## src/rtl/lc3b_decode_regfile.sv

```systemverilog
// lc3b_decode_regfile: LC-3b register file and NZP register with bypassed reads, a pending-write scoreboard and a RAW stall
module lc3b_decode_regfile #(
    parameter int NREGS  = 8,
    parameter int PEND_W = 2
) (
    input  logic              clk,
    input  logic              reset_n,
    input  logic              wb_valid,
    input  logic [2:0]        wb_dest,
    input  logic [15:0]       wb_data,
    input  logic              wb_load_cc,
    input  logic [2:0]        wb_cc,
    input  logic              id_valid,
    input  logic [2:0]        id_sr1,
    input  logic [2:0]        id_sr2,
    input  logic              id_use_sr1,
    input  logic              id_use_sr2,
    input  logic              id_use_cc,
    input  logic              id_wr_dr,
    input  logic [2:0]        id_dr,
    input  logic              id_set_cc,
    input  logic              flush,
    output logic [15:0]       sr1_data,
    output logic [15:0]       sr2_data,
    output logic [2:0]        cc_out,
    output logic              stall,
    output logic [NREGS-1:0]  busy_vec,
    output logic              sb_error
);
    localparam logic [PEND_W-1:0] PMAX = '1;
    localparam logic [PEND_W-1:0] PONE = PEND_W'(1);

    logic [15:0]       regs [NREGS];
    logic [2:0]        cc;
    logic [PEND_W-1:0] pend [NREGS];
    logic [PEND_W-1:0] cc_pend;
    logic              haz1, haz2, hazc, hazs, issue, inc_dr, uf_reg, uf_cc;

    // A counter steps by the net of one increment and one decrement, saturating at zero on underflow
    function automatic logic [PEND_W-1:0] next_cnt(input logic [PEND_W-1:0] c, input logic inc, input logic dec);
        return (inc == dec) ? c : inc ? c + 1'b1 : (c == '0) ? c : c - 1'b1;
    endfunction

    assign sr1_data = (wb_valid && wb_dest == id_sr1) ? wb_data : regs[id_sr1];
    assign sr2_data = (wb_valid && wb_dest == id_sr2) ? wb_data : regs[id_sr2];
    assign cc_out   = wb_load_cc ? wb_cc : cc;

    assign haz1  = id_use_sr1 && pend[id_sr1] != '0 && !(pend[id_sr1] == PONE && wb_valid && wb_dest == id_sr1);
    assign haz2  = id_use_sr2 && pend[id_sr2] != '0 && !(pend[id_sr2] == PONE && wb_valid && wb_dest == id_sr2);
    assign hazc  = id_use_cc && cc_pend != '0 && !(cc_pend == PONE && wb_load_cc);
    assign hazs  = (id_wr_dr && pend[id_dr] == PMAX) || (id_set_cc && cc_pend == PMAX);
    assign stall = id_valid && !flush && (haz1 || haz2 || hazc || hazs);
    assign issue = id_valid && !stall && !flush;

    assign inc_dr = issue && id_wr_dr;
    assign uf_reg = wb_valid && pend[wb_dest] == '0 && !(inc_dr && id_dr == wb_dest);
    assign uf_cc  = wb_load_cc && cc_pend == '0 && !(issue && id_set_cc);

    // Busy view of the registered pending counters
    always_comb begin
        busy_vec = '0;
        for (int i = 0; i < NREGS; i++) busy_vec[i] = pend[i] != '0;
    end

    // Architectural state, scoreboard counters and the sticky underflow flag
    always_ff @(posedge clk or negedge reset_n) begin
        if (!reset_n) begin
            for (int i = 0; i < NREGS; i++) begin
                regs[i] <= '0;
                pend[i] <= '0;
            end
            cc       <= 3'b010;
            cc_pend  <= '0;
            sb_error <= 1'b0;
        end else begin
            if (wb_valid) regs[wb_dest] <= wb_data;
            if (wb_load_cc) cc <= wb_cc;
            for (int i = 0; i < NREGS; i++)
                pend[i] <= flush ? '0 : next_cnt(pend[i], inc_dr && id_dr == 3'(i), wb_valid && wb_dest == 3'(i));
            cc_pend <= flush ? '0 : next_cnt(cc_pend, issue && id_set_cc, wb_load_cc);
            if (!flush && (uf_reg || uf_cc)) sb_error <= 1'b1;
        end
    end
endmodule

```

## config.mk

```make
export PLATFORM = sky130hd
export DESIGN_NAME = lc3b_decode_regfile
export DESIGN_NICKNAME = d
export VERILOG_FILES = /design/src/rtl/lc3b_decode_regfile.sv
export SDC_FILE = /design/constraint.sdc
export NUM_CORES = 1
export LEC_CHECK = 0
export ABC_AREA = 1
export BUFFER_PORTS_ARGS = -buffer_cell sky130_fd_sc_hd__buf_2
export CORE_MARGIN = 2
export CORE_UTILIZATION = 40
export DETAILED_ROUTE_END_ITERATION = 8
export HOLD_SLACK_MARGIN = 0.02
export PLACE_DENSITY = 0.54
export SYNTH_ARGS = -nofsm -noshare
export SYNTH_HDL_FRONTEND = slang
export SYNTH_SLANG_ARGS = --single-unit
```

## constraint.sdc

```tcl
create_clock -name clk -period 8.25 [get_ports clk]
set_clock_uncertainty 0.05 [all_clocks]
set_input_delay 2.475 -clock clk [delete_from_list [all_inputs] [get_ports clk]]
set_output_delay 2.475 -clock clk [all_outputs]
set_load 0.1 [all_outputs]
```

==> results of run 1 <==
==> cell usage in the layout, fill, tap and decap left out, types with 5 or more instances in the layout <==
master and instances:
a21oi_1 65, buf_2 83, buf_4 20, clkbuf_16 17, dfrtp_1 149, inv_1 128
inv_2 6, nand2_1 346, nand2_2 5, nand3_1 94, nand3_2 10, nand4_1 27
nand4_4 8, nor2_1 74, o211ai_1 65, o21ai_0 254, o21bai_1 8, xor2_1 9
==> worst max path at each step <==
| stage | end | slack [ps] |
|---|---|---|
| 3_5_place_dp | stall | 830 |
| 5_1_grt | stall | 590 |
| 2_1_floorplan | stall | 390 |
| 6_report | stall | 810 |
| 3_3_place_gp | stall | 850 |
| 4_1_cts | sr1_data[3] | 820 |
==> flip-flops by register name, indices dropped and copies added (netlist names) <==
name	count
pend	16
regs	128
cc_pend	2
sb_error	1
cc	3
==> tightest hold or removal path, delay by kind of cell, from the launching register on <==
| kind | cells | cell delay, ps |
|---|---|---|
| DFF | 1 | 320 |
| and+or+nand+nor | 2 | 110 |
==> area by class of cell <==
class / count / area [um2]
clock buffers: 18 / 429
clock inverters: 14 / 186
fillers: 2437 / 12700
inverters: 134 / 503
multi-input cells: 982 / 4890
flip-flops and latches: 150 / 3750
well taps: 319 / 399
repair buffers: 104 / 577
==> layer usage <==
layer  GRT usage  vias up
met5           0        -
li1            -     4609
met1       0.364     4339
met3      0.0400       32
met2       0.401      269
met4      0.0746        0
==> logic make-up after synthesis <==
group | count (synthesis) | share of synthesized area
adders and majority gates | 3 | 0.00393
DFF | 150 | 0.393
and+or+nand+nor | 572 | 0.270
buffers and inverters | 229 | 0.0950
AOI/OAI and AO/OA | 398 | 0.229
xor gates and xnor gates | 9 | 0.00826
==> metrics by stage <==
stage	hold slack, ps	power, mW	cells	setup slack (ps)
finish	416	2.66	1721	813
global route	433	2.82	1721	594
CTS	418	2.68	1721	816
detailed placement	403	1.84	1689	831
global placement	401	1.84	1689	848
floorplan	403	1.64	1361	393
==> power breakdown <==
group / leakage [nW] / internal, mW / switching (mW) / total [mW]
Combinational: 3.00 / 0.210 / 0.648 / 0.858
Clock: 0.297 / 0.461 / 0.364 / 0.826
Sequential: 1.88 / 0.873 / 0.101 / 0.974
Total: 5.17 / 1.54 / 1.11 / 2.66
==> key figures, run 1 <==
Status
  – Status: finished clean

Synthesis
  – Ys Warns: 0
  – Post-Syn Area: 9550 um2
  – Post-synth top cells: nand2_1 (347), o21ai_0 (254), dfrtp_1 (149)
  – Yosys reg bits: 150
  – Synth unique cells: 30
  – Main synth FF type: dfrtp_1
  – Synthesized area per cell: 7.02 um2
  – Fraction of registers with async set/reset: 1.00
  – Number of flops mapped to enable cells by yosys: 0
  – Sequential area share after synthesis: 0.393
  – Yosys top cell area share: 0.391
  – Most common cell in the netlist: nand2_1
  – Synth Instances: 1361
  – Ranking of synthesized cells by area: dfrtp_1 (39%), nand2_1 (14%), o21ai_0 (13%)
  – Syn_nets: 1406
  – Yosys top cell by area: dfrtp_1

Finish
  – Final #Nets: 1434
  – Share of layout cells above drive strength 1: 0.122
  – Design Area, Final: 10700 um2
  – Area Growth Syn to Fin: 12.5%
  – Final core occ: 0.458
  – Diode count: 0

Timing
  – Fin. Hold Viols: 0
  – RSZ-0062 raised after global routing: false
  – Final setup fails: 0
  – Fin crit period: 7440 ps
  – Setup Total Neg Slack: 0 ps
  – Slew @ Worst Pin: 1000 ps
  – Peak Freq: 0.134 GHz
  – Slew Limit Fails: 0
  – Worst slew margin: 0.333
  – Fin crit share: 0.901

Power
  – P per Cell Area: 247 nW/um2
  – VDD IR-drop max: 0.192 mV
  – Lkg Pwr: 5.17 nW

Critical path
  – FF-to-FF End: cc_pend[0]
  – Worst setup path start: id_sr1[0]
  – Data required, critical path: 5730 ps
  – Reg2reg setup slack: 5890 ps
  – Cell family with most CP delay: buffers and inverters
  – Critical path depth: 12
  – Critical Path AT: 4910 ps
  – CP Max Fanout: 81
  – Slowest stage delay, CP: 700 ps
  – Worst setup SP type: input pin
  – CP Class: input pin to output port
  – Critical Path Sink Type: output port
  – R2R cell count: 12
  – CP bufs+invs: 3
  – Most frequent CP cell: nand2_1
  – Crit Reg-Reg Startpoint: cc_pend[0]
  – CP max-delay cell: buf_4
  – Critical-path cell list: buf_4 > buf_4 > nand2_1 > nand3_1 > nand2_1 > nor2_1 > nand2_1 > nand3_2 > nand2_2 > nor2_4 > nor3_1 > buf_2

Global route
  – Vias in the first global route: 8503
  – Grt total ovfl: 0
  – First-pass GRT wire length: 48.7 mm
  – All-layer global routing usage: 0.255
  – Initial antenna violation count: 0
  – Pin count of the biggest net entering global routing: 82

CTS
  – Clock transition at path regs: 60 ps
  – Depth of the CTS H-tree: 4
  – CTS buffer count: 17
  – Setup bufs post-CTS: 0
  – CTS tree: done
  – CTS Hold Bufs: 0
  – Largest buffer count on any clock path: 2
  – Post_cts resized: 0
  – Root buffer cell: clkbuf_16
  – Clk sinks: 150
  – Clock Latency Late Sink: 430 ps

Routing
  – TritonRoute pass-1 iters: 5
  – Drt drc: 0
  – Drt wl/cell: 17.9 um
  – DR iter-0 viols: 770
  – Routed wl met2: 13.7 mm
  – Max layer used: met4
  – Met3 WL: 1.81 mm
  – Routed WL: 30.8 mm
  – Post-DR vias/cell: 5.37
  – Met1 WL: 14.7 mm
  – Final ANT Viol Nets: 0
  – Vias: 9249

Place
  – Port-buffer cells: 86
  – HPWL after DPL: 20.0 mm
  – Final GP Congestion: 0.858
  – Total placed instance area: 10100 um2

Job
  – MaxCap Viol Count: 0

Floorplan
  – Core Area: 23500 um2
  – Die W: 159 um
  – Num rows: 56
  – Io pins: 87
  – Die area: 25100 um2
  – Initial Util: 0.407
  – Die Y: 159 um

Min path
  – Hold Crit Depth: 2
  – Hold WC Path Type: register to register
  – WHS Endpoint: cc[2]
  – Hold Startpoint: cc[2]
Note: power is estimated with default switching activity, not from simulation.
==> run 2: changes to the inputs <==
CORE_UTILIZATION = 65   (was 40)
PLACE_DENSITY = 0.83   (was 0.54)
==> key figures, run 2 (synthesized netlist as in run 1, its figures left out) <==
Status
  – Status: finished clean

Timing
  – Final setup fails: 0
  – Worst slew margin: 0.401
  – Fin crit share: 0.900
  – Fin. Hold Viols: 0
  – Slew Limit Fails: 0
  – Slew @ Worst Pin: 898 ps
  – Hold WS: 413 ps
  – Setup Total Neg Slack: 0 ps
  – RSZ-0062 raised after global routing: false
  – Peak Freq: 0.135 GHz
  – Fin crit period: 7420 ps

Critical path
  – FF-to-FF End: cc_pend[0]
  – R2R cell count: 12
  – Critical Path Sink Type: output port
  – CP Class: input pin to output port
  – Critical-path cell list: buf_4 > buf_4 > nand2_1 > nand3_1 > nand2_1 > nor2_1 > nand2_1 > nand3_2 > nand2_2 > nor2_4 > nor3_1 > buf_2
  – Slowest stage delay, CP: 730 ps
  – Crit Reg-Reg Startpoint: cc_pend[0]
  – CP max-delay cell: buf_4
  – Reg2reg setup slack: 5800 ps
  – Worst setup SP type: input pin
  – Critical Path AT: 4900 ps
  – CP Max Fanout: 89
  – Most frequent CP cell: nand2_1
  – Data required, critical path: 5730 ps

Power
  – Lkg Pwr: 5.16 nW
  – P per Cell Area: 249 nW/um2
  – Pwr Total: 2.62 mW
  – VDD IR-drop max: 0.220 mV

Floorplan
  – Initial Util: 0.662
  – Io pins: 87
  – Die Y: 125 um
  – Die area: 15700 um2
  – Core Area: 14400 um2
  – Die W: 125 um
  – Num rows: 44

Finish
  – Commonest non-fill, non-tap cell in the layout: nand2_1
  – Area Growth Syn to Fin: 10.4%
  – Diode count: 0
  – Top reg by flops: regs
  – Biggest regs: regs: 128 flops, pend: 16 flops, cc: 3 flops
  – Most frequent cells in the layout: nand2_1 (347), o21ai_0 (254), dfrtp_1 (149)
  – # fillers: 1198
  – Final #Nets: 1433
  – Share of layout cells above drive strength 1: 0.121
  – Final core occ: 0.731
  – Max reg flops: 128

Routing
  – Drt wl/cell: 17.5 um
  – Vias: 9636
  – Routed WL: 27.8 mm
  – TritonRoute pass-1 iters: 6
  – Post-DR vias/cell: 6.08
  – DR iter-0 viols: 1105
  – Drt drc: 0
  – Final ANT Viol Nets: 0

CTS
  – Largest buffer count on any clock path: 2
  – CTS buffer count: 17
  – Clock transition at path regs: 70 ps
  – Post_cts resized: 0
  – Root buffer cell: clkbuf_16
  – Clk sinks: 150
  – Setup bufs post-CTS: 0
  – Clock Latency Late Sink: 430 ps
  – CTS Hold Bufs: 0
  – Depth of the CTS H-tree: 4
  – CTS tree: done

Place
  – HPWL after DPL: 17.5 mm
  – Final GP Congestion: 0.917
  – Port-buffer cells: 86

Global route
  – Pin count of the biggest net entering global routing: 90
  – First-pass GRT wire length: 45.9 mm
  – Initial antenna violation count: 0
  – Grt total ovfl: 0
  – Vias in the first global route: 8954
  – All-layer global routing usage: 0.363

Min path
  – Hold WC Path Type: register to register
  – WHS Endpoint: sb_error
  – Hold Crit Depth: 2
  – Hold Startpoint: sb_error

Job
  – MaxCap Viol Count: 0
-- run 2: cell count changes in the layout (fill, tap and decap cells not counted) --
cell and delta:
inv_6 +3, clkinv_2 +2, clkinv_8 -2, inv_8 -2, buf_4 -1, clkbuf_1 -1, clkinv_4 -1, clkinvlp_4 +1
nand2_1 +1, nand2_2 -1
-- run 2: layout make-up --
class	instances	area [um2]	share of cell area
tap	184	230	0.0218
inverter	134	503	0.0477
timing repair buffer	103	569	0.0540
multi-input combinational	982	4890	0.464
clock buffer	17	425	0.0404
sequential	150	3750	0.356
clock inverter	15	166	0.0158
-- run 2: how the worst max path moves through the flow --
stage / startpoint / end / slack, ps / depth (start not counted)
4_1_cts: id_sr1[0] / stall / 890 / 12
3_5_place_dp: id_sr1[0] / stall / 900 / 12
5_1_grt: id_sr1[0] / stall / 610 / 12
3_3_place_gp: id_sr1[0] / stall / 980 / 12
2_1_floorplan: id_sr1[2] / stall / 390 / 9
6_report: id_sr1[0] / stall / 830 / 12
-- run 2: worst max-delay path, delay by kind of cell --
kind | cells | cell delay, ps
simple gates | 9 | 980
buf+inv | 3 | 1400
-- run 2: layer usage --
metal  up-vias  wire length [um]  track usage
li1       4620                 -            -
met1      4376             11300        0.498
met2       552             12500        0.562
met3        88              2770       0.0702
met4         0              1180        0.166
met5         -                 0            0
-- run 2: where the power goes --
group	total [mW]	switching, mW	internal, mW
registers	0.977	0.104	0.873
clock network	0.786	0.334	0.453
logic	0.857	0.648	0.210
-- run 2: metrics by stage --
stage	cell area, um2	instances	setup WS, ps
global placement	9950	1553	979
floorplan	9550	1361	393
global route	10500	1585	607
finish	10500	1585	829
detailed placement	9950	1553	903
CTS	10500	1585	894
==> run 3: changes to the inputs <==
CORE_UTILIZATION = 45   (was 65)
PLACE_DENSITY = 0.73   (was 0.83)
==> key figures, run 3 (synthesized netlist as in run 1, its figures left out) <==
Status
  – Status: finished clean

Critical path
  – Reg2reg setup slack: 5850 ps
  – Data required, critical path: 5730 ps
  – CP Class: input pin to output port
  – CP Max Fanout: 34
  – Crit Reg-Reg Startpoint: cc_pend[0]
  – Worst setup path start: id_sr2[2]
  – Worst setup SP type: input pin
  – FF-to-FF End: cc_pend[0]
  – Critical Path Sink Type: output port
  – R2R cell count: 12
  – Critical Path AT: 5030 ps

Floorplan
  – Die area: 22400 um2
  – Num rows: 53
  – Io pins: 87
  – Die Y: 150 um
  – Initial Util: 0.456
  – Die W: 150 um
  – Core Area: 21000 um2

Timing
  – Worst slew margin: 0.428
  – Final setup fails: 0
  – Slew @ Worst Pin: 858 ps
  – Fin crit period: 7560 ps
  – Fin crit share: 0.916
  – Peak Freq: 0.132 GHz
  – Fin. Hold Viols: 0
  – RSZ-0062 raised after global routing: false
  – Setup Total Neg Slack: 0 ps
  – Slew Limit Fails: 0

Routing
  – Post-DR vias/cell: 5.79
  – Drt wl/cell: 17.2 um
  – Final ANT Viol Nets: 0
  – TritonRoute pass-1 iters: 5
  – Routed WL: 28.8 mm
  – Drt drc: 0
  – Vias: 9700
  – DR iter-0 viols: 1150

Global route
  – Vias in the first global route: 8888
  – All-layer global routing usage: 0.263
  – Grt total ovfl: 0
  – Pin count of the biggest net entering global routing: 86
  – Initial antenna violation count: 0
  – First-pass GRT wire length: 46.5 mm

CTS
  – Post_cts resized: 0
  – CTS tree: done
  – Clock transition at path regs: 60 ps
  – CTS buffer count: 17
  – Largest buffer count on any clock path: 2
  – Root buffer cell: clkbuf_16
  – Setup bufs post-CTS: 0
  – Clk sinks: 150
  – Clock Latency Late Sink: 420 ps
  – CTS Hold Bufs: 0
  – Depth of the CTS H-tree: 4

Min path
  – Hold Startpoint: sb_error
  – Hold WC Path Type: register to register
  – Hold Crit Depth: 2
  – WHS Endpoint: sb_error

Finish
  – Final #Nets: 1433
  – Final core occ: 0.509
  – Commonest non-fill, non-tap cell in the layout: nand2_1
  – Top reg by flops: regs
  – Max reg flops: 128
  – Area Growth Syn to Fin: 11.7%
  – Biggest regs: regs: 128 flops, pend: 16 flops, cc: 3 flops
  – Share of layout cells above drive strength 1: 0.120
  – Diode count: 0
  – # fillers: 2066
  – Most frequent cells in the layout: nand2_1 (347), o21ai_0 (254), dfrtp_1 (149)

Place
  – HPWL after DPL: 18.6 mm
  – Final GP Congestion: 0.917
  – Port-buffer cells: 86

Power
  – Sw Share: 0.407
  – Lkg Pwr: 5.17 nW
  – P per Cell Area: 248 nW/um2
  – NetSw: 1.08 mW
  – Sequential Power Share: 0.369
  – VDD IR-drop max: 0.169 mV
  – Internal power: 1.57 mW
  – Gate power share: 0.323
  – Clock share of power: 0.309

Job
  – MaxCap Viol Count: 0
[run 3: changes by cell type in the layout (fill, tap and decap cells not counted)]
cell	previous run	this run
clkbuf_1	0	1
clkbuf_8	0	1
inv_6	6	4
bufinv_16	2	3
clkinv_2	2	1
clkinvlp_4	2	1
[run 3: power groups by stage]
stage / combinational [mW] / sequential (mW) / clock (mW)
finish: 0.855 / 0.977 / 0.818
global route: 0.937 / 0.995 / 0.862
CTS: 0.850 / 0.974 / 0.831
detailed placement: 0.847 / 0.986 / 0
global placement: 0.832 / 0.981 / 0
floorplan: 0.680 / 0.957 / 0
[run 3: worst max path at each step]
stage	end	slack (ps)
after floorplan	stall	390
after detailed placement	stall	810
after CTS	stall	790
final	sr2_data[14]	690
after global placement	stall	830
after global routing	stall	550
[run 3: metrics by stage]
step           setup WS, ps  area, um2  hold slack, ps  instances  power, mW
6_report                692      10700             416       1675       2.65
5_1_grt                 551      10700             438       1675       2.79
4_1_cts                 794      10700             420       1675       2.66
3_5_place_dp            813      10100             399       1644       1.83
3_3_place_gp            826      10100             400       1644       1.81
2_1_floorplan           393       9550             403       1361       1.64
[run 3: worst max-delay path, cell delays in order]
cell     delay (ps)
buf_2           220
inv_2           480
nand2_1         100
nand2_1         100
nor2_2           40
nand2_2         510
o21ai_0         250
o22ai_1         340
buf_2           500
[run 3: area by class of cell]
class / count / area (um2) / area share
multi-input combinational: 982 / 4890 / 0.458
clock inverter: 12 / 166 / 0.0156
tap: 275 / 344 / 0.0323
inverter: 134 / 503 / 0.0471
clock buffer: 19 / 443 / 0.0415
sequential: 150 / 3750 / 0.352
timing repair buffer: 103 / 569 / 0.0534
[run 3: layer usage]
layer / part of all wire / routed length [um] / track usage / up-vias
li1: - / - / - / 4604
met1: 0.44 / 12600 / 0.370 / 4590
met2: 0.45 / 13000 / 0.405 / 461
met3: 0.095 / 2730 / 0.0567 / 45
met4: 0.019 / 560 / 0.0830 / 0
met5: 0 / 0 / 0 / -
